--- src/rtl/uart_rx_sys.sv ---
// 8N1 UART receiver: 2-flop synchronizer, 3-sample majority vote at mid-bit,
// one-byte holding register with valid/read handshake, framing-error and overrun flags.
module uart_rx_sys #(
   parameter int CLK_HZ     = 50000000,
   parameter int BAUD       = 38400,
   parameter int OVERSAMPLE = 16,
   parameter int TICK_DIV   = CLK_HZ / (BAUD * OVERSAMPLE)
) (
   input  logic       clock,
   input  logic       reset,
   input  logic       rxPin,
   input  logic       read,
   output logic [7:0] data,
   output logic       dataValid,
   output logic       frameError,
   output logic       overrun,
   output logic       busy
);

   localparam int TW  = (TICK_DIV > 1) ? $clog2(TICK_DIV) : 1;
   localparam int SW  = $clog2(OVERSAMPLE);
   localparam int MID = OVERSAMPLE / 2 - 1;
   localparam logic [TW-1:0] TICK_LAST = TW'(TICK_DIV - 1);
   localparam logic [SW-1:0] SC_LAST   = SW'(OVERSAMPLE - 1);
   localparam logic [SW-1:0] SC_V0     = SW'(MID - 1);
   localparam logic [SW-1:0] SC_V1     = SW'(MID);
   localparam logic [SW-1:0] SC_V2     = SW'(MID + 1);

   typedef enum logic [2:0] {IDLE, START, DATA, STOP, BRK} state_t;

   // Handshake: dataValid stays high until a cycle with read=1 consumes the byte;
   // read while dataValid=0 has no effect.
   state_t        state, state_nx;
   logic          rx_m, rx_s, rx_d;
   logic [TW-1:0] tcnt;
   logic [SW-1:0] sc;
   logic [2:0]    bitcnt;
   logic          v0, v1;
   logic [7:0]    shreg;
   logic          fall, tick, vote_pt, wrap, vote;
   logic          shift_en, good_frame, bad_frame;

   always_ff @(posedge clock or posedge reset) begin
      if (reset) begin
         rx_m <= 1'b1;
         rx_s <= 1'b1;
         rx_d <= 1'b1;
      end else begin
         rx_m <= rxPin;
         rx_s <= rx_m;
         rx_d <= rx_s;
      end
   end

   assign fall    = rx_d & ~rx_s;
   assign tick    = (state != IDLE) && (tcnt == TICK_LAST);
   assign vote_pt = tick && (sc == SC_V2);
   assign wrap    = tick && (sc == SC_LAST);
   assign vote    = (v0 & v1) | (v0 & rx_s) | (v1 & rx_s);

   always_ff @(posedge clock or posedge reset) begin
      if (reset) state <= IDLE;
      else       state <= state_nx;
   end

   always_comb begin
      state_nx = state;
      case (state)
         IDLE:  if (fall) state_nx = START;
         START: begin
            if (vote_pt && vote)  state_nx = IDLE;
            else if (wrap)        state_nx = DATA;
         end
         DATA:  if (wrap && bitcnt == 3'd7) state_nx = STOP;
         STOP:  if (vote_pt) state_nx = vote ? IDLE : BRK;
         BRK:   if (rx_s) state_nx = IDLE;
         default: state_nx = IDLE;
      endcase
   end

   always_comb begin
      busy       = (state != IDLE);
      shift_en   = (state == DATA) && vote_pt;
      good_frame = (state == STOP) && vote_pt && vote;
      bad_frame  = (state == STOP) && vote_pt && !vote;
   end

   // Timing counters restart from zero on every start edge so bit centres line up.
   always_ff @(posedge clock or posedge reset) begin
      if (reset) begin
         tcnt   <= '0;
         sc     <= '0;
         bitcnt <= '0;
         v0     <= 1'b1;
         v1     <= 1'b1;
         shreg  <= '0;
      end else begin
         if (state == IDLE)          tcnt <= '0;
         else if (tcnt == TICK_LAST) tcnt <= '0;
         else                        tcnt <= tcnt + 1'b1;

         if (state == IDLE) sc <= '0;
         else if (tick)     sc <= (sc == SC_LAST) ? '0 : sc + 1'b1;

         if (state != DATA) bitcnt <= '0;
         else if (wrap)     bitcnt <= bitcnt + 1'b1;

         if (tick && sc == SC_V0) v0 <= rx_s;
         if (tick && sc == SC_V1) v1 <= rx_s;
         if (shift_en) shreg <= {vote, shreg[7:1]};
      end
   end

   always_ff @(posedge clock or posedge reset) begin
      if (reset) begin
         data       <= '0;
         dataValid  <= 1'b0;
         frameError <= 1'b0;
         overrun    <= 1'b0;
      end else if (good_frame) begin
         frameError <= 1'b0;
         if (!dataValid || read) begin
            data      <= shreg;
            dataValid <= 1'b1;
         end else begin
            overrun   <= 1'b1;
         end
      end else begin
         if (bad_frame) frameError <= 1'b1;
         if (read && dataValid) begin
            dataValid <= 1'b0;
            overrun   <= 1'b0;
         end
      end
   end

endmodule

--- config.mk ---
export PLATFORM = sky130hd
export DESIGN_NAME = uart_rx_sys
export DESIGN_NICKNAME = d
export VERILOG_FILES = /design/src/rtl/uart_rx_sys.sv
export SDC_FILE = /design/constraint.sdc
export NUM_CORES = 1
export LEC_CHECK = 0
export CAP_MARGIN = 20
export CORE_MARGIN = 1.5
export CORE_UTILIZATION = 64
export CTS_BUF_LIST = sky130_fd_sc_hd__clkbuf_4 sky130_fd_sc_hd__clkbuf_8
export DETAILED_ROUTE_END_ITERATION = 6
export PLACE_DENSITY = 0.95
export SYNTH_ARGS = -nofsm -noshare
export SYNTH_HDL_FRONTEND = slang
export SYNTH_SLANG_ARGS = --single-unit
--- constraint.sdc ---
create_clock -name clock -period 4.6 [get_ports clock]
set_input_delay 0.92 -clock clock [delete_from_list [all_inputs] [get_ports clock]]
set_output_delay 0.92 -clock clock [all_outputs]
set_load 0.02 [all_outputs]
==> impl_metrics.csv <==
group,metric,value,unit
global_routing,grt_pass1_vias,1323,
timing,period_share,69.8,%
yosys,ys_top_cells_by_count,"dfrtp_1 (36), mux2_2 (18), nor2_1 (13), inv_1 (10)",
cells_and_area,fin_area,0.00220,mm^2
yosys,synth_xor_area_share,3.56,%
route,vias_per_cell,6.06,
timing,setup_tns,0,ns
yosys,synthMuxAreaShare,11.3,%
critical_path,slowest_delay,0.63,ns
pwr,p_leak,1.02,nW
global_routing,grt_max_degree,42,
yosys,syn_nets,179,
floorplan,rows,19,
yosys,synth-edff-count,0,
clock_network,cts_hold_buf,0,
pwr,power_density,379,mW/mm^2
yosys,synth_compound_gate_area_share,7.32,%
clock_network,numCtsBuffers,5,
floorplan,pin_count,16,
yosys,yosysTopAreaCell,"dfrtp_1",
clock_network,ctsResizeCount,0,
run,drv_cap,0,
placed_design,placed_cell_area,0.00212,mm^2
critical_path,r2r-end,"data[4]$_DFFE_PP0P_",
floorplan,dieArea,0.00341,mm^2
critical_path,slowest_stage,"nor3_1",
route,first_pass_iters,4,
status,outcome,"completed",
global_routing,grt_usage,25.3,%
critical_path,worstPathArrival,2.29,ns
timing,whs,0.364,ns
route,vias,1308,
cells_and_area,diodes,0,
yosys,avgSynthCellArea,11.7,um^2
global_routing,overflow,0,
timing,rsz0062_at_grt,"false",
yosys,netlist_area,0.00197,mm^2
yosys,synthAdderAreaFrac,4.96,%
critical_path,required,3.68,ns
critical_path,path_cells,"nor3_1 -> inv_1 -> clkdlybuf4s50_1",
critical_path,crit_path_end,"busy",
global_routing,grt_first_pass_wirelength,6.20,mm
floorplan,initial_core_util,69.5,%
clock_network,htree_levels,2,
critical_path,crit_start,"state[1]$_DFFE_PP0P_",
critical_path,cp-end-kind,"primary output",
hold_path,hold_start,"rx_m$_DFF_PP1_",
pwr,peakVddDrop,0.347,mV
timing,timing.final.crit_period,3.21,ns
placed_design,post-dp-hpwl,2.75,mm
route,drtIter0Drc,88,
yosys,synth_top_area_share,45.8,%
global_routing,antenna_found_initial,0,
yosys,syn-instance-count,168,
clock_network,ctsRootBufferMaster,"clkbuf_4",
floorplan,core_region_area,0.00283,mm^2
critical_path,cp-start-kind,"flip-flop",
timing,clock_skew,0.00425,ns
route,drc,0,
placed_design,globalplace.congestion,0.814,
route,detail_route.wl_per_cell,16.9,um
yosys,ys_async_sr_fraction,100,%
yosys,synth_seq_cells,41,
timing,finalMaxSlewViolations,0,
yosys,synthTopCellsByArea,"dfrtp_1 (46%), mux2_2 (10%), dfstp_2 (6.7%)",
yosys,synth_top_family_by_area,"simple AND/OR/NAND/NOR gates",
critical_path,reg2regPathDepth,6,
hold_path,hp-class,"reg -> reg",
yosys,synth_most_common_cell,"dfrtp_1",
critical_path,regToRegStartpoint,"tcnt[0]$_DFF_PP0_",
route,ant_nets,0,
placed_design,port-buffer-count,15,
cells_and_area,fillers,165,
timing,hold_viol,0,
clock_network,cts_setup_buffers,0,
clock_network,clock_latency,0.35,ns
timing,max_freq,0.312,GHz
critical_path,crit_type,"reg -> out",
floorplan,chipWidth,58.4,um
yosys,synth_flop_cell,"dfrtp_1",
clock_network,clk_pin_slew,0.12,ns
timing,tightest_slew,0.696,ns
clock_network,numClockSinks,41,
clock_network,cts_tree,"built",
cells_and_area,final_util,77.9,%
cells_and_area,nets,195,
timing,max-slew-margin-rel,53.2,%
critical_path,reg2reg_setup_slack,2.36,ns
clock_network,clock_path_buffers,2,
yosys,synthSimpleGateAreaFrac,16.0,%
floorplan,die_h,58.4,um
yosys,synth-seq-area-share,52.5,%
critical_path,critical_path.max_fanout,11,
timing,setup_viol,0,
route,wl,3.65,mm
cells_and_area,drive_gt1_share,21.6,%
yosys,netlist-cell-type-count,44,
yosys,yosys_warnings,0,
cells_and_area,synthToLayoutAreaGrowth,12.2,%
==> sequential cells by signal (all words and copies together) (netlist names) <==
signal / cells
data: 8
frameError: 1
state: 3
rx_s: 1
overrun: 1
tcnt: 7
bitcnt: 3
rx_d: 1
shreg: 8
rx_m: 1
v1: 1
sc: 4
dataValid: 1
v0: 1
==> power by group <==
part           internal [W]  leakage [nW]  switching, W  total (W)
logic             0.0000662         0.424      0.000108   0.000174
registers          0.000384         0.548     0.0000333   0.000418
clock network      0.000129        0.0445      0.000116   0.000245
==> area by class of cell <==
class	count	area (um^2)	share of cell area [%]
sequential	41	1030	46.8
multi-input combinational	110	850	38.5
timing repair buffer	16	158	7.15
clock buffer	6	51.3	2.33
tap	31	38.8	1.76
clock inverter	2	37.5	1.70
inverter	10	37.5	1.70
==> placed cells by master, fill, tap and decap left out, drive strengths merged, types with 2 or more instances in the layout <==
master and instances:
a21oi 5, and3 3, clkbuf 6, clkdlybuf4s50 15
dfrtp 36, dfstp 5, ha 7, inv 10
mux2 18, mux2i 2, nand2 8, nand2b 2
nand3 8, nand3b 3, nor2 13, nor3 4
nor4 3, o21a 2, o21ai 5, or2 3
xnor2 6, xor2 2
==> how the worst min path moves through the flow <==
stage / end / slack, ns / cells after the start
after floorplan: rx_s$_DFF_PP1_ / 0.35 / 0
after global placement: rx_s$_DFF_PP1_ / 0.35 / 0
after detailed placement: rx_s$_DFF_PP1_ / 0.35 / 0
after CTS: rx_s$_DFF_PP1_ / 0.36 / 0
after global routing: rx_s$_DFF_PP1_ / 0.37 / 0
final: rx_s$_DFF_PP1_ / 0.36 / 0
==> worst max-delay path, delay by kind of cell (launching register included) <==
family                 cells  cell delay (ns)
buffers and inverters      2             0.79
and+or+nand+nor            1             0.63
DFF                        1             0.51
==> layer usage <==
layer | vias to the layer above | track usage (%) | wire length, um
li1 | 619 | - | -
met1 | 646 | 29.7 | 1480
met2 | 33 | 42.9 | 1940
met3 | 10 | 7.47 | 145
met4 | 0 | 11.3 | 85
met5 | - | 0 | 0
==> cells by family after synthesis <==
kind of cell,Yosys count
DFF,41
buffers and inverters,17
muxes,20
and+or+nand+nor,53
AOI/OAI and AO/OA,21
adders and majority gates,8
xor gates and xnor gates,8
==> metrics by stage <==
| stage | cells | setup WS, ns | total power, W |
|---|---|---|---|
| after floorplan | 168 | 2.40 | 0.000562 |
| after global placement | 208 | 1.85 | 0.000577 |
| after detailed placement | 208 | 1.82 | 0.000597 |
| after CTS | 216 | 1.41 | 0.000841 |
| after global routing | 216 | 1.28 | 0.000878 |
| final | 216 | 1.39 | 0.000836 |
(Power assumes the default switching activity.)
